===== config.mk =====
export PLATFORM = sky130hd
export DESIGN_NAME = fetch_unit
export DESIGN_NICKNAME = d
export VERILOG_FILES = /design/src/rtl/fetch_unit.sv
export SDC_FILE = /design/constraint.sdc
export NUM_CORES = 1
export LEC_CHECK = 0
export BUFFER_PORTS_ARGS = -buffer_cell sky130_fd_sc_hd__buf_4
export CAP_MARGIN = 10
export CORE_MARGIN = 1
export CORE_UTILIZATION = 49
export CTS_CLUSTER_SIZE = 25
export DETAILED_ROUTE_END_ITERATION = 6
export MAX_ROUTING_LAYER = met4
export PLACE_DENSITY = 0.82
export SLEW_MARGIN = 40
export SYNTH_ARGS = -nofsm -noshare
export SYNTH_HDL_FRONTEND = slang
export SYNTH_SLANG_ARGS = --single-unit

===== constraint.sdc =====
create_clock -name clk -period 5.6 [get_ports clk]
set_clock_uncertainty 0.1 [all_clocks]
set_input_delay 0.84 -clock clk [delete_from_list [all_inputs] [get_ports clk]]
set_output_delay 0.84 -clock clk [all_outputs]
set_load 0.01 [all_outputs]

===== src/rtl/fetch_unit.sv =====
// Instruction fetch unit: single-outstanding memory requester feeding a
// circular instruction queue, with branch/jump/register redirects.
module fetch_unit #(
    parameter int ADDR_W = 32,
    parameter int DEPTH = 4,
    parameter logic [ADDR_W-1:0] RESET_PC = '0
) (
    input  logic                     clk,
    input  logic                     reset,
    output logic                     mem_req,
    output logic [ADDR_W-1:0]        mem_addr,
    input  logic                     mem_ack,
    input  logic [31:0]              mem_rdata,
    output logic                     instr_valid,
    input  logic                     instr_ready,
    output logic [31:0]              instr_out,
    output logic [ADDR_W-1:0]        instr_pc,
    input  logic                     redir_valid,
    input  logic [1:0]               redir_mode,
    input  logic [ADDR_W-1:0]        redir_pc,
    input  logic [15:0]              redir_imm,
    input  logic [25:0]              redir_jaddr,
    input  logic [ADDR_W-1:0]        redir_reg,
    output logic [$clog2(DEPTH):0]   count
);
    localparam int PW = $clog2(DEPTH);
    localparam logic [PW:0] FULL = (PW+1)'(DEPTH);

    typedef enum logic [1:0] {RUN, WAIT, DISCARD} state_t;

    state_t            state;
    logic              boot;
    logic [ADDR_W-1:0] fetch_pc;
    logic [ADDR_W-1:0] p4;
    logic [ADDR_W-1:0] target;
    logic [PW-1:0]     rd_ptr;
    logic [PW-1:0]     wr_ptr;
    logic [31:0]       q_instr [DEPTH];
    logic [ADDR_W-1:0] q_pc [DEPTH];
    logic              redir;
    logic              pop;
    logic              push;

    assign p4 = redir_pc + ADDR_W'(4);

    always_comb begin
        target = p4;
        unique case (redir_mode)
            2'b00: target = p4 + {{(ADDR_W-18){redir_imm[15]}},
                                  redir_imm, 2'b00};
            2'b01: target = {p4[ADDR_W-1:28], redir_jaddr, 2'b00};
            2'b10: target = redir_reg & ~ADDR_W'(3);
            default: target = p4;
        endcase
    end

    // Reserved mode 11 behaves as if no redirect was presented.
    assign redir = redir_valid && (redir_mode != 2'b11);
    assign instr_valid = (count != '0);
    assign pop = instr_valid && instr_ready;
    assign push = (state == WAIT) && mem_ack && !redir;
    assign instr_out = q_instr[rd_ptr];
    assign instr_pc = q_pc[rd_ptr];

    always_ff @(posedge clk) begin
        if (push) begin
            q_instr[wr_ptr] <= mem_rdata;
            q_pc[wr_ptr]    <= mem_addr;
        end
    end

    always_ff @(posedge clk or posedge reset) begin
        if (reset) begin
            state    <= RUN;
            boot     <= 1'b1;
            mem_req  <= 1'b0;
            mem_addr <= RESET_PC;
            fetch_pc <= RESET_PC;
            count    <= '0;
            rd_ptr   <= '0;
            wr_ptr   <= '0;
        end else begin
            boot <= 1'b0;
            if (redir) begin
                count    <= '0;
                rd_ptr   <= '0;
                wr_ptr   <= '0;
                fetch_pc <= target;
            end else begin
                if (push) wr_ptr <= wr_ptr + 1'b1;
                if (pop)  rd_ptr <= rd_ptr + 1'b1;
                if (push && !pop)
                    count <= count + 1'b1;
                else if (pop && !push)
                    count <= count - 1'b1;
            end
            // The boot cycle delays the first request by one edge.
            unique case (state)
                RUN: begin
                    if (!redir && !boot && count != FULL) begin
                        state    <= WAIT;
                        mem_req  <= 1'b1;
                        mem_addr <= fetch_pc & ~ADDR_W'(3);
                    end
                end
                WAIT: begin
                    if (mem_ack) begin
                        state   <= RUN;
                        mem_req <= 1'b0;
                        if (!redir)
                            fetch_pc <= mem_addr + ADDR_W'(4);
                    end else if (redir) begin
                        state <= DISCARD;
                    end
                end
                DISCARD: begin
                    if (mem_ack) begin
                        state   <= RUN;
                        mem_req <= 1'b0;
                    end
                end
                default: begin
                    state   <= RUN;
                    mem_req <= 1'b0;
                end
            endcase
        end
    end
endmodule

==> results of run 1 <==
## metrics by stage
| stage | total power [mW] | cell area [µm²] | hold slack (ns) | worst slack, ns |
|---|---|---|---|---|
| 6_report | 7.87 | 18600 | 0.344 | 1.58 |
| 5_1_grt | 8.26 | 18600 | 0.378 | 1.39 |
| 4_1_cts | 7.94 | 18600 | 0.362 | 1.61 |
| 3_5_place_dp | 5.90 | 17600 | 0.372 | 1.04 |
| 3_3_place_gp | 5.81 | 17600 | 0.360 | 1.13 |
| 2_1_floorplan | 4.80 | 15500 | 0.350 | 1.85 |
## critical path, delay by kind of cell
family / cells / cell delay (ns)
adders and majority gates: 1 / 0.37
AOI/OAI and AO/OA: 5 / 1.19
and+or+nand+nor: 6 / 1.64
xor gates and xnor gates: 1 / 0.19
buffers and inverters: 1 / 0.11
## per-layer routing
layer,share of wire,global-route usage,up-vias,wire length [µm]
met1,0.44,0.313,4987,15800
met2,0.48,0.367,335,17300
li1,-,-,4776,-
met4,0.017,0.0507,0,630
met3,0.065,0.0306,44,2340
met5,0,-,-,0
## cell usage in the layout, fill, tap and decap left out, types with 8 or more instances in the layout
| master | instances |
|---|---|
| clkinv_1 | 10 |
| xnor2_1 | 49 |
| a21o_1 | 9 |
| inv_1 | 26 |
| o21ai_0 | 46 |
| nor2_1 | 68 |
| mux2_2 | 27 |
| nand3_1 | 33 |
| ha_1 | 43 |
| buf_4 | 245 |
| mux4_2 | 62 |
| dfrtp_1 | 68 |
| a211oi_1 | 16 |
| nand2_1 | 68 |
| and3_1 | 9 |
| xor2_1 | 27 |
| a21oi_1 | 76 |
| o21a_1 | 8 |
| nand4_1 | 26 |
| clkbuf_16 | 31 |
| edfxtp_1 | 248 |
## power by group
part	internal (mW)	switching, mW
combinational	1.23	1.12
clock	1.19	0.837
sequential	3.01	0.480
## cell families after synthesis
family / synth area share
buf+inv: 0.0215
mux: 0.114
xor+xnor: 0.0446
flops: 0.598
other cells: 0.000243
fa+ha+maj: 0.0374
simple gates: 0.0902
compound gates: 0.0944
## registers in the layout, indices dropped and copies added (netlist names)
name      flops
boot          1
count         3
fetch_pc     30
mem_addr     30
mem_req       1
q_instr     128
q_pc        120
rd_ptr        2
state         2
wr_ptr        2
## path summary, 6_finish.rpt
path / start / end / slack [ns] / depth (start not counted)
worst max-delay path: redir_pc[8] / fetch_pc[29]$_DFF_PP0_ / 1.58 / 14
worst min-delay path: reset / count[2]$_DFFE_PP0P_ / 0.34 / 3
worst max register to register: mem_addr[2]$_DFFE_PP0P_ / fetch_pc[26]$_DFF_PP0_ / 2.62 / 9
worst min register to register: mem_req$_DFFE_PP0P_ / mem_req$_DFFE_PP0P_ / 0.40 / 1
max in group asynchronous: reset / rd_ptr[0]$_DFFE_PP0P_ / 4.55 / 3
min in group clk: mem_rdata[6] / q_instr[1][6]$_DFFE_PP_ / 0.39 / 1
## cell type report
| class | count | area, µm² | area share |
|---|---|---|---|
| repair buffers | 250 | 1900 | 0.102 |
| inverters | 27 | 101 | 0.00544 |
| well taps | 396 | 495 | 0.0266 |
| clock inverters | 21 | 205 | 0.0110 |
| flip-flops and latches | 319 | 9230 | 0.496 |
| clock buffers | 35 | 791 | 0.0425 |
| multi-input cells | 717 | 5900 | 0.317 |
==> metrics.txt, run 1 <==
post-CTS sizing 0; Avg WL per Cell 20.5 µm; post-route ant nets 0; worst rel slew slack 0.475; vias 10142; Clk Latency, worst-skew pair 0.55 ns; sequential share of the synthesized area 0.598; count of warnings emitted by yosys 0; nets 1535; Post-synth top cells edfxtp_1, a21oi_1, dfrtp_1; top post-synthesis cells by area edfxtp_1, dfrtp_1, mux4_2, ha_1, xnor2_1; CTS Buf Count 30; I/O pins 246; fin util 0.604; Initial DRC Count 763; Yosys reg bits 319; crit path capture type register; final hold viol count 0; # rows 64; die extent in x 179 µm; DRC violations left 40; Fin Setup TNS 0 ns; hold buffers post-CTS 0; fillers 2351; Max-cap violations 0; Startpoint Class input pin; die area 32200 µm²; core box area 30800 µm²; top-count cell post-synth edfxtp_1; largest net degree at the start of global routing 72; Starting Density 0.501; min cycle time layout 4.02 ns; Crit Path Max Fanout 6; Critical Path RT 5.92 ns; grt ovf 0; CTS tree done; IO buf count 237; Max clock buf depth 3; setup bufs post-CTS 0; P_leak 6.94 nW; asr flop ratio synth 0.223; Post-Syn Area 15400 µm²; gpl congestion 0.885; initial antenna violation count 0; cell mode on critical path nand4_1; Post-Syn Instances 1112; Reg clk slew, reported paths 0.06 ns; Hold Crit Class in -> async; critical path's slowest cell nor3_1; peak supply drop 0.000218 V; clock sink count 319; share of the synthesized area in the top cell type 0.482; failing checks DRC; outcome complete, but fails checks; drt pass-1 iters 7; Worst Path Class, Setup in -> reg; Critical Path AT 4.35 ns; number of global-route vias before repair 10140; mean post-synth cell area 13.9 µm²; RSZ-0062 raised after global routing no; period utilization 0.718; Synth cell types 80; final wirelength 36100 µm; area leader, netlist edfxtp_1; ant diodes 0; vias per cell 5.75; final std cells w/o fill 1765; EDFF count, synth 248; CP max stage delay 0.67 ns; Final setup viols 0; Layout area overhead 20.6%; FMAX 249 MHz; crit path cell chain buf_4 > nand4_1 > nor3_1 > nand4_1 > xnor2_1 > ha_1 > nand4_1 > nor4b_1 > a21oi_1 > a21boi_0 > a31oi_1 > a41o_1 > a2bb2oi_1 > nand2_1; CTS root buf clkbuf_16; Synth Flop Type edfxtp_1; Post-Place Cells 1709; HPWL Detailed 24900 µm; die height 179 µm; All-Layer GR Usage 0.229; Slew Viols, Final 0; share of cells above drive strength 1 0.302; global-route wire length before repair 56400 µm; Slew @ Worst Pin 0.782 ns; Power Dens Cells 423 nW/µm²; H-tree depth 1
(Power assumes the default switching activity.)
==> run 2: changes to the inputs <==
Clock period 5.6 ns to 4 ns, I/O delays scaled along.
==> run 2 against run 1 <==
  * The run still ends with DRC left
  * Sequential cell count unchanged
  * Sequential share of layout area shrank 0.31 points
  * Worst hold slack worse by 0.30 ns
  * Via count up 1.2%
  * Core utilization grew 0.37 points
  * Combinational power grew 43%
  * Routed wire length shrank 2.0%
  * Register-to-register slack worse by 1.5 ns
  * Sequential power up 38%
  * Global-route usage is 0.31 points lower
==> metrics.txt, run 2 (synthesis gave the netlist of run 1 again) <==
Worst Path Class, Setup in -> reg; Initial DRC Count 708; cell-internal power 7.48 mW; grt ovf 0; CTS tree done; post-CTS sizing 0; final std cells w/o fill 1776; vias 10268; Hold Crit Class in -> async; ant diodes 0; largest net degree at the start of global routing 63; reg2reg setup slack 1.12 ns; global-route wire length before repair 56100 µm; part of the power in the clock network 0.246; Max clock buf depth 3; HPWL Detailed 24800 µm; Reg clk slew, reported paths 0.06 ns; vias per cell 5.78; fin util 0.608; Largest Register q_instr; Final setup viols 0; share of cells above drive strength 1 0.309; DRC violations left 40; Net Sw Frac 0.312; Flop pwr share 0.445; met2 usage 0.361; hold buffers post-CTS 0; number of global-route vias before repair 10247; H-tree depth 1; drt pass-1 iters 7; fillers 2330; Slew @ Worst Pin 0.666 ns; Power Dens Cells 580 nW/µm²; CTS root buf clkbuf_16; clock sink count 319; Post-DP Area 17800 µm²; nets 1548; final hold viol count 0; critical path's slowest cell o21ai_0; die height 179 µm; crit-path leading delay family compound AO/OA/AOI/OAI gates; final wirelength 35400 µm; Largest register FFs 128; Placement Setup Slack 0.128 ns; post-route ant nets 0; IO buf count 237; switching pwr 3.38 mW; peak supply drop 0.000313 V; worst rel slew slack 0.556; outcome complete, but fails checks; crit path cell chain buf_4 > nand4_1 > nor3_1 > buf_4 > nand4_1 > xnor2_1 > ha_1 > a21o_1 > a21o_2 > a21oi_1 > a21oi_1 > o21ai_0 > nor4b_1 > a211o_1; final instance area 18700 µm²; GR Layer Usage met1 0.311; commonest non-fill, non-tap cell in the layout buf_4; setup bufs post-CTS 0; Startpoint Class input pin; Slew Viols, Final 0; Critical Path RT 4.32 ns; Buf+Inv Stages, Crit Path 2; post-route setup slack 0.627 ns; I/O pins 246; worst r2r src mem_addr[10]$_DFFE_PP0P_; Largest regs q_instr x128, q_pc x120; Max-cap violations 0; # rows 64; Layout area overhead 21.4%; FMAX 296 MHz; min cycle time layout 3.37 ns; grt met3 use 0.0298; initial antenna violation count 0; crit path capture type register; core box area 30800 µm²; period utilization 0.843; Avg WL per Cell 19.9 µm; failing checks DRC; reg2reg path depth 8; All-Layer GR Usage 0.226; gpl congestion 0.908; P_leak 6.99 nW; Crit Path Max Fanout 6; commonest cells after routing, fill and taps aside buf_4, edfxtp_1, a21oi_1; RSZ-0062 raised after global routing no; CP max stage delay 0.48 ns; Post-Place Cells 1723; CTS Buf Count 29; GRT busiest layer met2; R2R Path End fetch_pc[29]$_DFF_PP0_; Critical Path AT 3.69 ns; power share of the combinational group 0.309; die area 32200 µm²; Starting Density 0.501; Fin Setup TNS 0 ns; Clk Latency, worst-skew pair 0.54 ns; die extent in x 179 µm
==> run 2: changes by cell type in the layout (fill, tap and decap cells not counted), sizes merged <==
cell / change
buf: +14
clkbuf: -3
bufinv: -1
clkinv: +1
clkinvlp: +1
inv: -1
==> run 2: worst max path at each step <==
stage / start / to / slack (ns) / depth (start not counted)
floorplan: state[1]$_DFFE_PP0P_ / q_instr[0][0]$_DFFE_PP_ / 0.45 / 7
global placement: redir_pc[8] / fetch_pc[29]$_DFF_PP0_ / 0.18 / 16
detailed placement: redir_pc[8] / fetch_pc[26]$_DFF_PP0_ / 0.13 / 14
CTS: redir_pc[8] / fetch_pc[26]$_DFF_PP0_ / 0.68 / 14
global route: redir_pc[8] / fetch_pc[29]$_DFF_PP0_ / 0.40 / 16
finish: redir_pc[8] / fetch_pc[26]$_DFF_PP0_ / 0.63 / 14
==> run 2: metal layers <==
layer	routed length, µm	vias to the layer above	part of all wire
li1	-	4790	-
met1	15400	5069	0.43
met2	16800	365	0.47
met3	2630	44	0.074
met4	608	0	0.017
met5	0	-	0
==> run 2: power by group through the flow <==
| stage | combinational, mW | sequential [mW] | clock, mW |
|---|---|---|---|
| after floorplan | 2.01 | 4.71 | 0 |
| after global placement | 3.33 | 4.84 | 0 |
| after detailed placement | 3.37 | 4.91 | 0 |
| after CTS | 3.39 | 4.84 | 2.73 |
| after global routing | 3.63 | 4.93 | 2.87 |
| final | 3.36 | 4.83 | 2.67 |
==> run 2: metrics by stage <==
stage                     hold WS (ns)  power (mW)
after floorplan                  0.350        6.72
after global placement           0.364        8.17
after detailed placement         0.368        8.27
after CTS                        0.136        11.0
after global routing            0.0833        11.4
final                           0.0434        10.9
==> run 2: area by class of cell <==
| type | count | area (µm²) | area share |
|---|---|---|---|
| sequential | 319 | 9230 | 0.493 |
| multi-input combinational | 717 | 5900 | 0.315 |
| inverter | 27 | 103 | 0.00548 |
| timing repair buffer | 264 | 2080 | 0.111 |
| clock buffer | 32 | 737 | 0.0393 |
| tap | 396 | 495 | 0.0264 |
| clock inverter | 21 | 186 | 0.00995 |
==> run 3: changes to the inputs <==
Settings changed: PLACE_DENSITY 0.82 to 0.84.
Clock period 4 ns to 2.9 ns, I/O delays scaled along.
==> run 3 against run 2 <==
  * The run still ends with DRC left
  * Routed wire length grew 7.8%
  * Sequential share of layout area shrank 3.9 points
  * Register-to-register slack lost 0.89 ns
  * First-iteration DRC count grew 2.4%
  * Die area is the same
  * Total power grew 44%
  * Sequential power grew 35%
  * Clock-buffer cell count grew 2
  * Via count grew 6.6%
  * Combinational power grew 56%
  * Core utilization grew 5.2 points
  * Final area grew 8.5%
  * Largest power group unchanged
  * Highest routed layer unchanged
==> metrics.txt, run 3 (synthesis gave the netlist of run 1 again) <==
outcome complete, but fails checks; # rows 64; Layout area overhead 31.7%; Crit Path Max Fanout 5; gpl congestion 0.987; period utilization 0.955; Initial DRC Count 725; min cycle time layout 2.77 ns; Hold Crit Class in -> reg; final wirelength 38100 µm; largest net degree at the start of global routing 63; DRC violations left 42; vias per cell 5.64; critical path's slowest cell a211oi_1; FMAX 361 MHz; initial antenna violation count 0; H-tree depth 1; clock sink count 319; Fin Setup TNS 0 ns; Slew Viols, Final 0; Largest register FFs 128; drt pass-1 iters 7; Startpoint Class input pin; worst rel slew slack 0.541; final instance area 20300 µm²; global-route wire length before repair 60500 µm; fillers 2144; Starting Density 0.501; Largest Register q_instr; Max-cap violations 0; failing checks DRC; share of cells above drive strength 1 0.386; die extent in x 179 µm; Power Dens Cells 768 nW/µm²; ant diodes 0; hold_ws 0.0825 ns; Clk Latency, worst-skew pair 0.54 ns; Reg clk slew, reported paths 0.06 ns; post-route ant nets 0; CTS root buf clkbuf_16; core box area 30800 µm²; nets 1711; CTS tree done; Final setup viols 0; Largest regs q_instr x128, q_pc x120; crit path cell chain buf_4 > ha_1 > and3_2 > buf_4 > nand3_1 > xnor2_1 > ha_1 > a21o_1 > a211oi_1 > a21o_1 > a31oi_4 > a41o_1 > o2111ai_2 > nand2_1; final std cells w/o fill 1939; crit path capture type register; die height 179 µm; commonest cells after routing, fill and taps aside buf_4, edfxtp_1, a21oi_1; grt ovf 0; Critical Path RT 3.22 ns; commonest non-fill, non-tap cell in the layout buf_4; Slew @ Worst Pin 0.686 ns; Max clock buf depth 3; Critical Path AT 3.09 ns; HPWL Detailed 26800 µm; Avg WL per Cell 19.7 µm; I/O pins 246; IO buf count 237; P_leak 7.89 nW; final hold viol count 0; die area 32200 µm²; Post-DP Area 18900 µm²; number of global-route vias before repair 11257; peak supply drop 0.000513 V; All-Layer GR Usage 0.245; CTS Buf Count 28; CP max stage delay 0.39 ns; vias 10942; Worst Path Class, Setup in -> reg; Post-Place Cells 1852
-- run 3: changes by cell type in the layout (fill, tap and decap cells not counted), sizes merged --
cell / delta
bufinv: +1
buf: +131
clkinv: -4
dlygate4sd3: +33
clkbuf: +2
inv: +2
clkinvlp: -2
-- run 3: path summary, 6_finish.rpt --
kind	slack, ns	from	depth (start not counted)	to
max in group asynchronous	1.60	reset	4	mem_addr[5]$_DFFE_PP0P_
hold / removal	0.08	redir_reg[31]	3	fetch_pc[31]$_DFF_PP0_
setup / recovery	0.13	redir_pc[2]	14	fetch_pc[29]$_DFF_PP0_
min in group asynchronous	0.43	reset	3	count[2]$_DFFE_PP0P_
setup reg to reg	0.23	mem_addr[7]$_DFFE_PP0P_	9	fetch_pc[29]$_DFF_PP0_
hold reg to reg	0.41	fetch_pc[2]$_DFF_PP0_	1	mem_addr[2]$_DFFE_PP0P_
-- run 3: worst max-delay path, delay by kind of cell --
| kind | cells | cell delay, ns |
|---|---|---|
| buf+inv | 2 | 0.29 |
| fa+ha+maj | 2 | 0.49 |
| simple gates | 3 | 0.41 |
| compound gates | 6 | 1.32 |
| xor+xnor | 1 | 0.14 |
-- run 3: metal layers --
layer  share of wire  track usage
met1            0.43        0.323
met2            0.48        0.399
met3           0.066       0.0355
met4           0.023       0.0648
met5               0            -
-- run 3: power breakdown --
| part | leakage [nW] | internal [mW] | switching (mW) |
|---|---|---|---|
| sequential | 3.08 | 5.81 | 0.722 |
| combinational | 4.32 | 2.73 | 2.50 |
| clock | 0.483 | 2.25 | 1.61 |
| total | 7.89 | 10.8 | 4.83 |
-- run 3: timing repair --
action,in CTS,in global routing
setup endpoints to repair,0,9
hold buffers,33,0
setup buffers,0,3
resized for setup,0,31
hold endpoints to repair,152,0
-- run 3: layout make-up --
class,count,area (µm²),area share
sequential,319,9230,0.454
clock inverter,18,206,0.0102
tap,396,495,0.0244
inverter,27,101,0.00499
clock buffer,34,764,0.0376
multi-input combinational,717,6090,0.299
timing repair buffer,428,3440,0.169
-- run 3: through the flow --
stage	setup WS (ns)	util	total power, mW
CTS	0.0971	0.655	15.7
global placement	-0.422	0.613	11.6
finish	0.131	0.659	15.6
global route	-0.0174	0.659	16.4
floorplan	-0.202	-	9.28
detailed placement	-0.466	0.613	11.8
